$ cat src/rtl/phy_mgmt_pkg.sv
// phy_mgmt_pkg: shared states, MDIO constants and frame helpers; POLL_XFER exists only with PHY_MGMT_LINK_POLL_EN
package phy_mgmt_pkg;

    typedef enum logic [2:0] {
        RST_HOLD,
        RST_WAIT,
        INIT,
        IDLE,
        HOST_XFER
`ifdef PHY_MGMT_LINK_POLL_EN
        , POLL_XFER
`endif
    } state_e;

    localparam logic [1:0] OP_WRITE  = 2'b01;
    localparam logic [1:0] OP_READ   = 2'b10;
    localparam logic [1:0] ST        = 2'b01;
    localparam logic [4:0] REG_BMCR  = 5'd0;
    localparam logic [4:0] REG_BMSR  = 5'd1;
    localparam int         BMSR_LINK = 2;

    function automatic int max3(int a, int b, int c);
        int m;
        m = (a > b) ? a : b;
        return (m > c) ? m : c;
    endfunction

    // Read frames carry ones after REGAD so the released line idles high
    function automatic logic [63:0] mdio_frame(logic wr, logic [4:0] phy, logic [4:0] ra, logic [15:0] d);
        return {32'hFFFF_FFFF, ST, wr ? OP_WRITE : OP_READ, phy, ra, wr ? 2'b10 : 2'b11, wr ? d : 16'hFFFF};
    endfunction

endpackage

$ cat src/rtl/phy_mgmt_if.sv
// phy_mgmt_if: host register-access request/response port
interface phy_mgmt_if;
    logic        req_valid;
    logic        req_ready;
    logic        req_write;
    logic [4:0]  req_reg;
    logic [15:0] req_wdata;
    logic        rsp_valid;
    logic [15:0] rsp_rdata;

    modport master (output req_valid, req_write, req_reg, req_wdata, input req_ready, rsp_valid, rsp_rdata);
    modport slave  (input req_valid, req_write, req_reg, req_wdata, output req_ready, rsp_valid, rsp_rdata);
endinterface

$ cat src/rtl/phy_mgmt_mdio_master.sv
// mdio_master: MDC divider and 64-bit Clause-22 frame shifter with start/busy/done handshake
module mdio_master
    import phy_mgmt_pkg::*;
#(
    parameter logic [4:0] PHY_ADDR = 5'd0,
    parameter int         MDC_DIV  = 25
) (
    input  logic        clk,
    input  logic        rst_n,
    input  logic        start_i,
    input  logic        write_i,
    input  logic [4:0]  reg_i,
    input  logic [15:0] wdata_i,
    output logic        busy_o,
    output logic        done_o,
    output logic [15:0] rdata_o,
    output logic        mdc_o,
    input  logic        mdio_i,
    output logic        mdio_o,
    output logic        mdio_oe_o
);
    localparam int DW = $clog2(MDC_DIV) + 1;

    logic          busy_q, mdc_q, oe_q, rd_op_q, tick;
    logic [DW-1:0] div_q;
    logic [5:0]    bit_q;
    logic [63:0]   sh_q;
    logic [15:0]   rdata_q;

    assign tick      = busy_q && div_q == DW'(MDC_DIV - 1);
    assign done_o    = tick && mdc_q && bit_q == 6'd63;
    assign busy_o    = busy_q;
    assign rdata_o   = rdata_q;
    assign mdc_o     = mdc_q;
    assign mdio_o    = sh_q[63];
    assign mdio_oe_o = oe_q;

    // Half-period divider; sample on MDC rise, shift the next bit out on MDC fall
    always_ff @(posedge clk or negedge rst_n) begin
        if (!rst_n) begin
            busy_q  <= 1'b0;
            mdc_q   <= 1'b0;
            oe_q    <= 1'b0;
            rd_op_q <= 1'b0;
            div_q   <= '0;
            bit_q   <= '0;
            sh_q    <= '1;
            rdata_q <= '0;
        end else if (!busy_q) begin
            if (start_i) begin
                busy_q  <= 1'b1;
                div_q   <= '0;
                bit_q   <= '0;
                oe_q    <= 1'b1;
                rd_op_q <= !write_i;
                sh_q    <= mdio_frame(write_i, PHY_ADDR, reg_i, wdata_i);
            end
        end else if (tick) begin
            div_q <= '0;
            mdc_q <= !mdc_q;
            if (!mdc_q) begin
                rdata_q <= {rdata_q[14:0], mdio_i};
            end else if (bit_q == 6'd63) begin
                busy_q <= 1'b0;
                oe_q   <= 1'b0;
                sh_q   <= '1;
            end else begin
                bit_q <= bit_q + 1'b1;
                sh_q  <= {sh_q[62:0], 1'b1};
                oe_q  <= !(rd_op_q && bit_q >= 6'd45);
            end
        end else begin
            div_q <= div_q + 1'b1;
        end
    end
endmodule

$ cat src/rtl/phy_mgmt_ctrl.sv
// phy_mgmt_ctrl: PHY reset sequencing, BMCR init and host/poll MDIO arbitration; link polling with PHY_MGMT_LINK_POLL_EN
module phy_mgmt_ctrl
    import phy_mgmt_pkg::*;
#(
    parameter logic [4:0]  PHY_ADDR          = 5'd0,
    parameter int          MDC_DIV           = 25,
    parameter int          RESET_CYCLES      = 1_250_000,
    parameter int          POST_RESET_CYCLES = 625_000,
    parameter logic [15:0] INIT_BMCR         = 16'h1140,
    parameter int          POLL_CYCLES       = 12_500_000
) (
    input  logic       clk,
    input  logic       rst_n,
    output logic       phy_reset_n,
    output logic       mdc,
    input  logic       mdio_i,
    output logic       mdio_o,
    output logic       mdio_oe,
    output logic       init_done,
    output logic       link_up,
    phy_mgmt_if.slave  host
);
    localparam int CW = $clog2(max3(RESET_CYCLES, POST_RESET_CYCLES, POLL_CYCLES)) + 1;

    state_e        state_q, state_d;
    logic [CW-1:0] cnt_q, cnt_d;
    logic          phy_q, init_q, rsp_valid_q, wr_q;
    logic [4:0]    reg_q, m_reg;
    logic [15:0]   wdata_q, rsp_rdata_q, m_wdata, m_rdata;
    logic          m_write, start, busy, done, accept;

`ifdef PHY_MGMT_LINK_POLL_EN
    logic [CW-1:0] ptmr_q;
    logic          link_q;
`endif

    assign accept         = host.req_valid && host.req_ready;
    assign host.req_ready = state_q == IDLE && !rsp_valid_q;
    assign host.rsp_valid = rsp_valid_q;
    assign host.rsp_rdata = rsp_rdata_q;
    assign phy_reset_n    = phy_q;
    assign init_done      = init_q;

    // Next state, phase timer and which frame the MDIO master is asked to send
    always_comb begin
        state_d = state_q;
        cnt_d   = cnt_q;
        start   = 1'b0;
        m_write = 1'b1;
        m_reg   = REG_BMCR;
        m_wdata = INIT_BMCR;
        case (state_q)
            RST_HOLD: begin
                state_d = (cnt_q == CW'(RESET_CYCLES - 1)) ? RST_WAIT : RST_HOLD;
                cnt_d   = (cnt_q == CW'(RESET_CYCLES - 1)) ? '0 : cnt_q + 1'b1;
            end
            RST_WAIT: begin
                state_d = (cnt_q == CW'(POST_RESET_CYCLES - 1)) ? INIT : RST_WAIT;
                cnt_d   = (cnt_q == CW'(POST_RESET_CYCLES - 1)) ? '0 : cnt_q + 1'b1;
            end
            INIT: begin
                start   = !busy;
                state_d = done ? IDLE : INIT;
            end
            IDLE: begin
                if (accept) state_d = HOST_XFER;
`ifdef PHY_MGMT_LINK_POLL_EN
                else if (ptmr_q == CW'(POLL_CYCLES)) state_d = POLL_XFER;
`endif
            end
            HOST_XFER: begin
                start   = !busy;
                m_write = wr_q;
                m_reg   = reg_q;
                m_wdata = wdata_q;
                state_d = done ? IDLE : HOST_XFER;
            end
`ifdef PHY_MGMT_LINK_POLL_EN
            POLL_XFER: begin
                start   = !busy;
                m_write = 1'b0;
                m_reg   = REG_BMSR;
                state_d = done ? IDLE : POLL_XFER;
            end
`endif
            default: state_d = RST_HOLD;
        endcase
    end

    // State, PHY reset pin, captured host request and host response
    always_ff @(posedge clk or negedge rst_n) begin
        if (!rst_n) begin
            state_q     <= RST_HOLD;
            cnt_q       <= '0;
            phy_q       <= 1'b0;
            init_q      <= 1'b0;
            rsp_valid_q <= 1'b0;
            rsp_rdata_q <= '0;
            wr_q        <= 1'b0;
            reg_q       <= '0;
            wdata_q     <= '0;
        end else begin
            state_q     <= state_d;
            cnt_q       <= cnt_d;
            phy_q       <= state_d != RST_HOLD;
            init_q      <= init_q || (state_q == INIT && done);
            rsp_valid_q <= state_q == HOST_XFER && done;
            if (state_q == HOST_XFER && done) rsp_rdata_q <= wr_q ? '0 : m_rdata;
            if (accept) begin
                wr_q    <= host.req_write;
                reg_q   <= host.req_reg;
                wdata_q <= host.req_wdata;
            end
        end
    end

`ifdef PHY_MGMT_LINK_POLL_EN
    // Poll interval timer, restarted when a poll frame is issued, and latest BMSR link bit
    always_ff @(posedge clk or negedge rst_n) begin
        if (!rst_n) begin
            ptmr_q <= '0;
            link_q <= 1'b0;
        end else begin
            ptmr_q <= (state_q == IDLE && state_d == POLL_XFER) ? '0 :
                      (state_q inside {IDLE, HOST_XFER, POLL_XFER} && ptmr_q != CW'(POLL_CYCLES)) ? ptmr_q + 1'b1 : ptmr_q;
            if (state_q == POLL_XFER && done) link_q <= m_rdata[BMSR_LINK];
        end
    end
    assign link_up = link_q;
`else
    assign link_up = 1'b0;
`endif

    mdio_master #(.PHY_ADDR(PHY_ADDR), .MDC_DIV(MDC_DIV)) u_mdio (
        .clk      (clk),
        .rst_n    (rst_n),
        .start_i  (start),
        .write_i  (m_write),
        .reg_i    (m_reg),
        .wdata_i  (m_wdata),
        .busy_o   (busy),
        .done_o   (done),
        .rdata_o  (m_rdata),
        .mdc_o    (mdc),
        .mdio_i   (mdio_i),
        .mdio_o   (mdio_o),
        .mdio_oe_o(mdio_oe)
    );
endmodule

$ cat src/flat_wrapper.sv
// flat-port wrapper written by rule: the top's interface ports become plain ports
module phy_mgmt_ctrl_flat import phy_mgmt_pkg::*;
#(
    parameter logic [4:0]  PHY_ADDR          = 5'd0,
    parameter int          MDC_DIV           = 25,
    parameter int          RESET_CYCLES      = 1_250_000,
    parameter int          POST_RESET_CYCLES = 625_000,
    parameter logic [15:0] INIT_BMCR         = 16'h1140,
    parameter int          POLL_CYCLES       = 12_500_000
)
  (clk, rst_n, phy_reset_n, mdc, mdio_i, mdio_o, mdio_oe, init_done, link_up, host_req_valid, host_req_write, host_req_reg, host_req_wdata, host_req_ready, host_rsp_valid, host_rsp_rdata);
  phy_mgmt_if host_i ();
  input  logic clk;
  input  logic rst_n;
  output logic phy_reset_n;
  output logic mdc;
  input  logic mdio_i;
  output logic mdio_o;
  output logic mdio_oe;
  output logic init_done;
  output logic link_up;
  input wire logic [$bits(host_i.req_valid)-1:0] host_req_valid;
  input wire logic [$bits(host_i.req_write)-1:0] host_req_write;
  input wire logic [$bits(host_i.req_reg)-1:0] host_req_reg;
  input wire logic [$bits(host_i.req_wdata)-1:0] host_req_wdata;
  output wire logic [$bits(host_i.req_ready)-1:0] host_req_ready;
  output wire logic [$bits(host_i.rsp_valid)-1:0] host_rsp_valid;
  output wire logic [$bits(host_i.rsp_rdata)-1:0] host_rsp_rdata;
  assign host_i.req_valid = host_req_valid;
  assign host_i.req_write = host_req_write;
  assign host_i.req_reg = host_req_reg;
  assign host_i.req_wdata = host_req_wdata;
  assign host_req_ready = host_i.req_ready;
  assign host_rsp_valid = host_i.rsp_valid;
  assign host_rsp_rdata = host_i.rsp_rdata;
  phy_mgmt_ctrl #(.PHY_ADDR(PHY_ADDR), .MDC_DIV(MDC_DIV), .RESET_CYCLES(RESET_CYCLES), .POST_RESET_CYCLES(POST_RESET_CYCLES), .INIT_BMCR(INIT_BMCR), .POLL_CYCLES(POLL_CYCLES)) u_core (.clk(clk), .rst_n(rst_n), .phy_reset_n(phy_reset_n), .mdc(mdc), .mdio_i(mdio_i), .mdio_o(mdio_o), .mdio_oe(mdio_oe), .init_done(init_done), .link_up(link_up), .host(host_i));
endmodule
$ cat config.mk
export PLATFORM = sky130hd
export DESIGN_NAME = phy_mgmt_ctrl_flat
export DESIGN_NICKNAME = d
export VERILOG_FILES = /design/src/rtl/phy_mgmt_pkg.sv /design/src/rtl/phy_mgmt_if.sv /design/src/rtl/phy_mgmt_mdio_master.sv /design/src/rtl/phy_mgmt_ctrl.sv /design/src/flat_wrapper.sv
export SDC_FILE = /design/constraint.sdc
export NUM_CORES = 1
export LEC_CHECK = 0
export BUFFER_PORTS_ARGS = -buffer_cell sky130_fd_sc_hd__buf_4
export CAP_MARGIN = 20
export CORE_MARGIN = 1
export CORE_UTILIZATION = 57
export CTS_BUF_LIST = sky130_fd_sc_hd__clkbuf_2 sky130_fd_sc_hd__clkbuf_4 sky130_fd_sc_hd__clkbuf_8
export CTS_CLUSTER_DIAMETER = 100
export DETAILED_ROUTE_END_ITERATION = 16
export GPL_TIMING_DRIVEN = 0
export MAX_ROUTING_LAYER = met4
export PLACE_DENSITY_LB_ADDON = 0.25
export SYNTH_ARGS = -nofsm -noshare
export SYNTH_HDL_FRONTEND = slang
export SYNTH_SLANG_ARGS = --single-unit
$ cat constraint.sdc
create_clock -name clk -period 2.1 [get_ports clk]
set_input_delay 0.315 -clock clk [delete_from_list [all_inputs] [get_ports clk]]
set_output_delay 0.315 -clock clk [all_outputs]
set_load 0.05 [all_outputs]
Word level (Yosys, flattened, before mapping). Cells that the tools add are included.

Bits in registers: 165. Input bits: 26. Word-level logic and storage cells: 97.

Multiplexer cells: 39. Reduce and logical (&&, ||, !) cells: 24. Add/subtract/negate cells: 3. Bitwise logic cells: 2. Magnitude comparators: 1. Equal/unequal tests: 11.

Operator list (count): 64-bit 2-to-1 mux (5); 25-bit 2-to-1 mux (2); 25-bit case mux with 2 select lines (1); 16-bit 2-to-1 mux (3); 6-bit 2-to-1 mux (7); 25-bit by 1-bit adder with 25-bit output, second input constant (1); 25-bit by 20-bit == test with 1-bit output, second input constant (1); 25-bit by 21-bit == test with 1-bit output, second input constant (1); 1-bit 2-to-1 mux (15); 3-bit case mux with 5 select lines (1); 6-bit by 1-bit adder with 6-bit output, second input constant (2); 1-bit logical AND (8); 3-bit by 2-bit == test with 1-bit output, second input constant (2); 6-bit by 5-bit == test with 1-bit output, second input constant (1); 6-bit == test, second input constant (1); 6-bit >= comparator, second input constant (1); 3-bit 2-to-1 mux (2); 3-bit AND reduction (2); 1-bit logical NOT (5); 5-bit 2-to-1 mux (1); 2-bit 2-to-1 mux (2); 2-bit by 1-bit inequality test with 1-bit output, second input constant (2); 2-bit AND reduction (2); 4-bit AND reduction (1); 9 further kinds (11).

Longest topological paths before layout. Gate-level depths: netlist (run 1).

Depth after elaboration: 7. Gate-level depth with buffers: 10. Gate-level depth less buffers: 7.

By module. From an unflattened synthesis (run 1), not the netlist that was laid out.

Cells, all modules: 649. Area, all modules: 7447.1 um2.

By module, submodules not included: mdio_master (area each 4057.6 um2, cells an instance 329, instances 1, seq. area each 2482.4 um2); phy_mgmt_ctrl (area each 3389.5 um2, cells an instance 320, instances 1, seq. area each 1726.7 um2).

Worst setup path before layout (run 1). Ideal clock, no wire load.

Kind: flip-flop to output port. From: register u_core.state_q[2]. To: output host_req_ready. Setup slack: -139 ps. Data required time: 1785 ps. Arrival time: 1924 ps. Stages on the path, launching flop included: 4. Path through: dfrtp_1 > buf_2 > nand2b_1 > nor3b_1.

Cells in the longest elaborated chain, start to end: 2.

RTL lines: start: declaration (line phy_mgmt_ctrl.sv:25) `state_e state_q, state_d;`; start signal: assignment (line phy_mgmt_ctrl.sv:103) `state_q <= state_d;`; 3-bit by 2-bit == test with 1-bit output (line phy_mgmt_ctrl.sv:38) `assign host.req_ready = state_q == IDLE && !rsp_valid_q;`; 1-bit logical AND (line phy_mgmt_ctrl.sv:38); end: declaration (line flat_wrapper.sv:26) `output wire logic [$bits(host_i.req_ready)-1:0] host_req_ready;`.

Every way passes these cells.

Worst setup path after layout (run 1).
From: register u_core.u_mdio.div_q[1]. To: register u_core.u_mdio.sh_q[61].

Cells in the longest elaborated chain, start to end: 4.

RTL lines: start: declaration (line phy_mgmt_mdio_master.sv:25) `logic [DW-1:0] div_q;`; start signal: assignment (line phy_mgmt_mdio_master.sv:73) `div_q <= div_q + 1'b1;`; 6-bit by 5-bit == test with 1-bit output (line phy_mgmt_mdio_master.sv:30) `assign tick = busy_q && div_q == DW'(MDC_DIV - 1);`; 1-bit logical AND (line phy_mgmt_mdio_master.sv:30); 2-bit by 1-bit inequality test with 1-bit output (no line); 3-bit AND reduction (no line); end signal: assignment (line phy_mgmt_mdio_master.sv:56) `sh_q <= mdio_frame(write_i, PHY_ADDR, reg_i, wdata_i);`; end signal: assignment (line phy_mgmt_mdio_master.sv:69) `sh_q <= {sh_q[62:0], 1'b1};`; end: declaration (line phy_mgmt_mdio_master.sv:27) `logic [63:0] sh_q;`.

Every way passes these cells. A chain may end at the register's enable or synchronous reset.

==> impl_metrics.json, run 1 <==
{
  "status": "finished, final reports clean",
  "clk_pin_slew_ps": 80,
  "hold_viol": 0,
  "worst_pin_slew_ps": 548,
  "numCtsBuffers": 17,
  "rrSetupSlack_ps": 40,
  "synth_mux_area_share_pct": 5.81,
  "rsz0062_at_grt": "true",
  "cts_max_path_buffers": 2,
  "cts_root_buf": "clkbuf_8",
  "synth_top_family_by_area": "simple AND/OR/NAND/NOR gates",
  "vias": 5415,
  "dr.pass1.iters": 5,
  "syn_nets": 720,
  "grt_pass1_wl_um": 25000,
  "met2_usage_pct": 38.7,
  "power_switching_mw": 2.42,
  "switching_share_pct": 27.6,
  "synth_adder_area_share_pct": 1.02,
  "worst_setup_path_start_kind": "flop",
  "cts_tree": "built",
  "cts.sinks": 165,
  "syn_area_per_cell_um2": 10.7,
  "die_x_um": 116,
  "p_int_mw": 6.34,
  "power.density_mw_per_mm2": 1010,
  "synth_top_area_cell": "dfrtp_1",
  "whs_path_depth": 3,
  "p_total_mw": 8.76,
  "crit_required_ps": 2470,
  "ys_types": 56,
  "die_area_mm2": 0.0134,
  "syn_area_mm2": 0.00736,
  "totalWireLength_um": 15100,
  "r2r_end": "u_core.u_mdio.sh_q[61]",
  "yosys.area.top_type_share_pct": 34.3,
  "p_clk_share_pct": 25.5,
  "via_per_inst": 5.65,
  "synth_seq_cells": 165,
  "dieHeight_um": 116,
  "htreeDepth": 4,
  "port_buffers": 48,
  "antenna_found_initial": 0,
  "synthTopCellsByArea": "dfrtp_1, dfstp_2, mux2_2",
  "first_iter_violations": 261,
  "leakage_nw": 3.89,
  "slowest_delay_ps": 390,
  "max-slew-margin-rel_pct": 63.4,
  "worst_r2r_path_depth": 10,
  "p_comb_share_pct": 18.9,
  "whs_endpoint": "u_core.wr_q",
  "core-area_mm2": 0.0126,
  "busiest_layer": "met2",
  "finalCritPeriodShare_pct": 98.3,
  "pre_cts_slack_ps": -191,
  "cpMaxStageDelayCell": "dfrtp_1",
  "async_reset_ff_share_pct": 100,
  "hp-start": "host_req_write",
  "num_antenna_cells": 0,
  "fmaxAchievable_mhz": 485,
  "crit_arrival_ps": 2440,
  "critPathMaxFanout": 10,
  "synth-main-ff-cell": "dfrtp_1",
  "yosys.area_share.simple_pct": 18.6,
  "post_drt_wl_per_cell_um": 15.7,
  "worst_slack_ps": 36.7,
  "drc": 0,
  "grt_start_max_net_pins": 107,
  "crit_buf_inv": 4,
  "crit_chain": "inv_2 -> ha_4 -> nor3b_4 -> and4_1 -> buf_6 -> nor2_2 -> buf_4 -> buf_2 -> nor3_1 -> nor2_1",
  "yosysWarningCount": 0,
  "clk_latency_ps": 450,
  "fin_nets": 806,
  "cp_top_family": "simple AND/OR/NAND/NOR gates",
  "synthCells": 688,
  "ir_drop_uv": 546,
  "met3_usage_pct": 4.92,
  "fin_skew_ps": 9.22,
  "power_frac_seq_pct": 55.7,
  "initial_core_util_pct": 58.3,
  "hpwl_um": 10100,
  "synth_edf_count": 0,
  "period_minus_slack_ps": 2060,
  "ant_nets": 0,
  "regToRegStartpoint": "u_core.u_mdio.div_q[1]",
  "rows": 41,
  "grt_pass1_vias": 5203,
  "final-setup-viol-count": 0,
  "globalRouteMet1Util_pct": 32.7,
  "ios": 50,
  "slew_viol_final": 0,
  "end_kind": "flop",
  "track_usage_pct": 24.9,
  "synth_compound_area_share_pct": 10.7,
  "area_delta_synth_final_pct": 18.3,
  "cap_viol_max_count": 0,
  "gr-total-overflow": 0,
  "hold_path.class": "in -> reg",
  "drive_gt1_share_pct": 33.9,
  "gp_congestion": 0.839,
  "synth-seq-area-share_pct": 57.2,
  "setup.worst_path.class": "reg -> reg",
  "synthXorXnorAreaFrac_pct": 3.45
}
==> synth_stat cells, types with 2 or more instances <==
master,count
nor4_1,3
buf_4,4
nor2_1,113
nor3_1,36
nor3b_2,2
and4b_1,2
nand2b_1,4
or2_2,2
inv_1,9
a21o_1,4
o21ai_1,7
o22a_1,12
nor3b_1,2
a22o_1,17
o21ai_0,43
nor2b_1,2
xor2_1,20
o211ai_1,4
o31ai_1,5
xnor2_1,9
clkbuf_1,15
nand4_1,10
buf_2,21
a21oi_1,17
dfrtp_1,101
o21a_1,2
or3b_1,2
ha_1,6
and3b_1,2
nand4bb_1,2
or3_1,4
a31oi_1,2
nand3_1,18
nand2_1,47
and3_1,9
dfstp_2,64
o22ai_1,4
nor4bb_1,3
and2_1,5
mux2_2,38
==> flip-flops by register name, summed over array words and instances, names as in the netlist, 5 cells and up <==
signal,count
u_core.u_mdio.rdata_o,16
u_core.u_mdio.sh_q,64
u_core.u_mdio.div_q,6
u_core.host.rsp_rdata,16
u_core.wdata_q,16
u_core.u_mdio.bit_q,6
u_core.reg_q,5
u_core.cnt_q,25
==> kinds of logic after synthesis <==
| family | Yosys count |
|---|---|
| fa+ha+maj | 6 |
| buf+inv | 50 |
| xor+xnor | 29 |
| other cells | 1 |
| flops | 165 |
| mux | 38 |
| simple gates | 277 |
| compound gates | 122 |
==> tightest hold or removal path, cell delays in order <==
cell and delay [ps]:
buf_4 80, nand2_1 30, o21ai_0 50
==> layer usage <==
| metal | up-vias | wire length [um] | share of wire [%] |
|---|---|---|---|
| met4 | 0 | 269 | 1.8 |
| met2 | 104 | 7500 | 50 |
| li1 | 2562 | - | - |
| met3 | 24 | 441 | 2.9 |
| met5 | - | 0 | 0 |
| met1 | 2725 | 6860 | 46 |
==> final cells by class <==
class                   instances  area (um^2)
well taps                     172          215
repair buffers                 68          541
flip-flops and latches        165         4210
fillers                       946         3910
plain buffers                  40          259
clock buffers                  29          349
inverters                       9         33.8
clock inverters                 3         46.3
multi-input cells             473         3060
==> cells in the final DEF (no fill, tap or decap), types with 7 or more instances in the layout <==
| cell | instances |
|---|---|
| buf_4 | 73 |
| nor3_2 | 10 |
| xnor2_1 | 9 |
| nor2_1 | 112 |
| nand4_1 | 10 |
| a21oi_1 | 16 |
| clkbuf_1 | 9 |
| and3_1 | 9 |
| nor3_1 | 26 |
| clkbuf_4 | 9 |
| a22o_1 | 17 |
| xor2_1 | 20 |
| dfrtp_1 | 101 |
| o21ai_0 | 43 |
| nand3_1 | 18 |
| nand2_1 | 47 |
| dfstp_2 | 64 |
| mux2_2 | 38 |
| inv_1 | 7 |
| buf_2 | 10 |
| o22a_1 | 12 |
| clkbuf_8 | 21 |
| o21ai_1 | 7 |
==> power by group through the flow <==
stage | combinational, mW | clock (mW) | sequential [mW]
3_3_place_gp | 1.41 | 0 | 4.87
4_1_cts | 1.62 | 2.28 | 4.85
5_1_grt | 1.88 | 2.39 | 4.99
2_1_floorplan | 1.07 | 0 | 4.87
6_report | 1.65 | 2.23 | 4.88
3_5_place_dp | 1.51 | 0 | 4.92
==> how the worst max path moves through the flow <==
stage / start / depth (start not counted) / endpoint / slack, ps
CTS: u_core.state_q[0] / 3 / host_req_ready / -20
finish: u_core.u_mdio.div_q[1] / 10 / u_core.u_mdio.sh_q[61] / 40
detailed placement: u_core.u_mdio.div_q[0] / 8 / u_core.host.rsp_rdata[1] / -190
floorplan: u_core.u_mdio.div_q[0] / 7 / u_core.u_mdio.rdata_o[10] / 150
global route: u_core.u_mdio.div_q[1] / 10 / u_core.u_mdio.sh_q[61] / -140
global placement: u_core.u_mdio.div_q[0] / 8 / u_core.host.rsp_rdata[13] / -90
==> metrics by stage <==
stage               TNS [ps]  util, %  hold slack [ps]  instance area (um^2)  std cells
finish                     0     69.0             65.2                  8710        959
global route            -837     69.0             72.5                  8710        959
CTS                    -17.5     67.3             45.2                  8490        948
detailed placement     -7970     63.2              322                  7970        909
global placement       -8110     62.9              450                  7940        908
floorplan                  0        -             19.4                  7370        688
==> what timing repair did <==
action / CTS / global route
pin swaps: 3 / 18
endpoints found under the hold margin: 59 / 0
hold buffers: 1 / 0
setup buffers: 7 / 11
resized for setup: 16 / 47
setup endpoints to repair: 111 / 109
gates cloned: 0 / 0
Power figures use the tool's default switching activity.
==> run 2, diff against run 1 <==
- PLACE_DENSITY_LB_ADDON: 0.25 -> 0.2
==> run 2 against run 1 <==
Effect of this change: sequential share of layout area shrank 0.26 points; clock skew grew 2.0 ps; largest power group unchanged; setup slack better by 26 ps; clock power increased by 2%; register-to-register slack better by 30 ps; critical path type unchanged; worst hold slack better by 26 ps.
==> impl_metrics.json, run 2 (same netlist as run 1, synthesis figures left out) <==
{
  "status": "finished, final reports clean",
  "die_area_mm2": 0.0134,
  "final_cell_mix": "nor2_1, dfrtp_1, buf_4, dfstp_2, nand2_1",
  "top_register": "u_core.u_mdio.sh_q",
  "worst_pin_slew_ps": 688,
  "fin_skew_ps": 11.2,
  "area_delta_synth_final_pct": 18.9,
  "die_x_um": 116,
  "first_iter_violations": 329,
  "cap_viol_max_count": 0,
  "final-setup-viol-count": 0,
  "slew_viol_final": 0,
  "grt_start_max_net_pins": 92,
  "end_kind": "flop",
  "ant_nets": 0,
  "placed_area_mm2": 0.00797,
  "worst_setup_path_start_kind": "flop",
  "initial_core_util_pct": 58.3,
  "gp_congestion": 0.862,
  "drc": 0,
  "rows": 41,
  "crit_start": "u_core.u_mdio.div_q[0]",
  "cts_max_path_buffers": 2,
  "hold_path.class": "in -> reg",
  "rrSetupSlack_ps": 60,
  "largest_reg_flops": 64,
  "regToRegStartpoint": "u_core.u_mdio.div_q[0]",
  "period_minus_slack_ps": 2040,
  "cts_tree": "built",
  "core-area_mm2": 0.0126,
  "post_drt_wl_per_cell_um": 15.8,
  "num_antenna_cells": 0,
  "fmaxAchievable_mhz": 491,
  "clk_pin_slew_ps": 80,
  "crit_arrival_ps": 2370,
  "ir_drop_uv": 629,
  "dr.pass1.iters": 4,
  "htreeDepth": 4,
  "fin_nets": 805,
  "hpwl_um": 9910,
  "reg.largest.list": "u_core.u_mdio.sh_q: 64 flops, u_core.cnt_q: 25 flops",
  "finalCritPeriodShare_pct": 97.0,
  "r2r_end": "u_core.host.rsp_rdata[3]",
  "timing.hold.ws_ps": 91.5,
  "critPathCapture": "u_core.host.rsp_rdata[3]",
  "fin_area_mm2": 0.00875,
  "vias": 5337,
  "power.density_mw_per_mm2": 1010,
  "antenna_found_initial": 0,
  "cts_root_buf": "clkbuf_8",
  "critPathMaxFanout": 10,
  "setup.worst_path.class": "reg -> reg",
  "max-slew-margin-rel_pct": 54.1,
  "rsz0062_at_grt": "true",
  "gr-total-overflow": 0,
  "drive_gt1_share_pct": 34.1,
  "clk_latency_ps": 450,
  "final_common_cell": "nor2_1",
  "leakage_nw": 3.91,
  "crit_required_ps": 2430,
  "ios": 50,
  "grt_pass1_vias": 5162,
  "dieHeight_um": 116,
  "cts.sinks": 165,
  "port_buffers": 48,
  "grt_pass1_wl_um": 24700,
  "nFillCells": 949,
  "track_usage_pct": 24.5,
  "numCtsBuffers": 17,
  "totalWireLength_um": 15100,
  "via_per_inst": 5.57,
  "worst_r2r_path_depth": 8,
  "hold_viol": 0
}
-- run 2: changes by cell type in the layout (fill, tap and decap cells not counted), moves of 3 or more --
cell      before  now
buf_6          6   14
buf_4         73   68
clkinv_2       0    5
clkbuf_4       9    5
buf_2         10    7
clkbuf_1       9    6
clkbuf_2       5    8
nor3_2        10    7
-- run 2: per-layer routing --
layer / global-route usage [%] / vias up / share of wire, %
met1: 31.8 / 2627 / 45
met5: - / - / 0
met3: 5.18 / 29 / 3.9
met2: 37.4 / 120 / 49
li1: - / 2561 / -
met4: 10.5 / 0 / 2.2
-- run 2: where the power goes --
group,switching (mW),leakage (nW),total [mW],internal [mW]
clock network,1.09,0.214,2.28,1.18
registers,0.544,2.01,4.90,4.35
logic,0.827,1.68,1.66,0.834
-- run 2: timing repair --
item	CTS	global route
setup endpoints to repair	66	109
hold buffers	1	0
setup buffers	3	14
pin swaps	2	7
hold endpoints to repair	39	0
cloned	0	0
gates resized for setup	10	72
-- run 2: how the worst min path moves through the flow --
stage,depth (start not counted),to,slack (ps),startpoint
final,2,u_core.wdata_q[1],90,host_req_wdata[1]
after floorplan,0,u_core.cnt_q[0],20,rst_n
after global routing,2,u_core.wdata_q[8],70,host_req_wdata[8]
after CTS,2,u_core.wdata_q[8],70,host_req_wdata[8]
after global placement,2,u_core.u_mdio.sh_q[24],450,u_core.u_mdio.sh_q[24]
after detailed placement,1,u_core.cnt_q[10],380,rst_n
-- run 2: area by class of cell --
class	count	area [um^2]	area share, %
inverters	9	33.8	0.386
multi-input cells	473	3080	35.2
clock buffers	23	298	3.40
flip-flops and latches	165	4210	48.1
repair buffers	67	533	6.09
clock inverters	9	100	1.14
well taps	172	215	2.46
plain buffers	40	285	3.26
-- run 2: worst max-delay path: stages (launching register included) --
cell     delay (ps)
dfrtp_1         420
inv_2            60
ha_1            130
nor3b_4         230
nand4_1         170
or3_4           400
buf_6           150
buf_6           140
a22o_1          220
-- run 2: metrics by stage --
stage,std cells,utilization (%),setup slack [ps],power (mW),TNS [ps]
floorplan,688,-,146,5.94,0
global placement,908,62.9,-98.5,6.28,-10010
detailed placement,909,63.2,-119,6.43,-4040
CTS,945,66.9,-0.103,8.74,-0.103
global route,958,69.4,-55.3,9.33,-838
finish,958,69.4,63.0,8.83,0
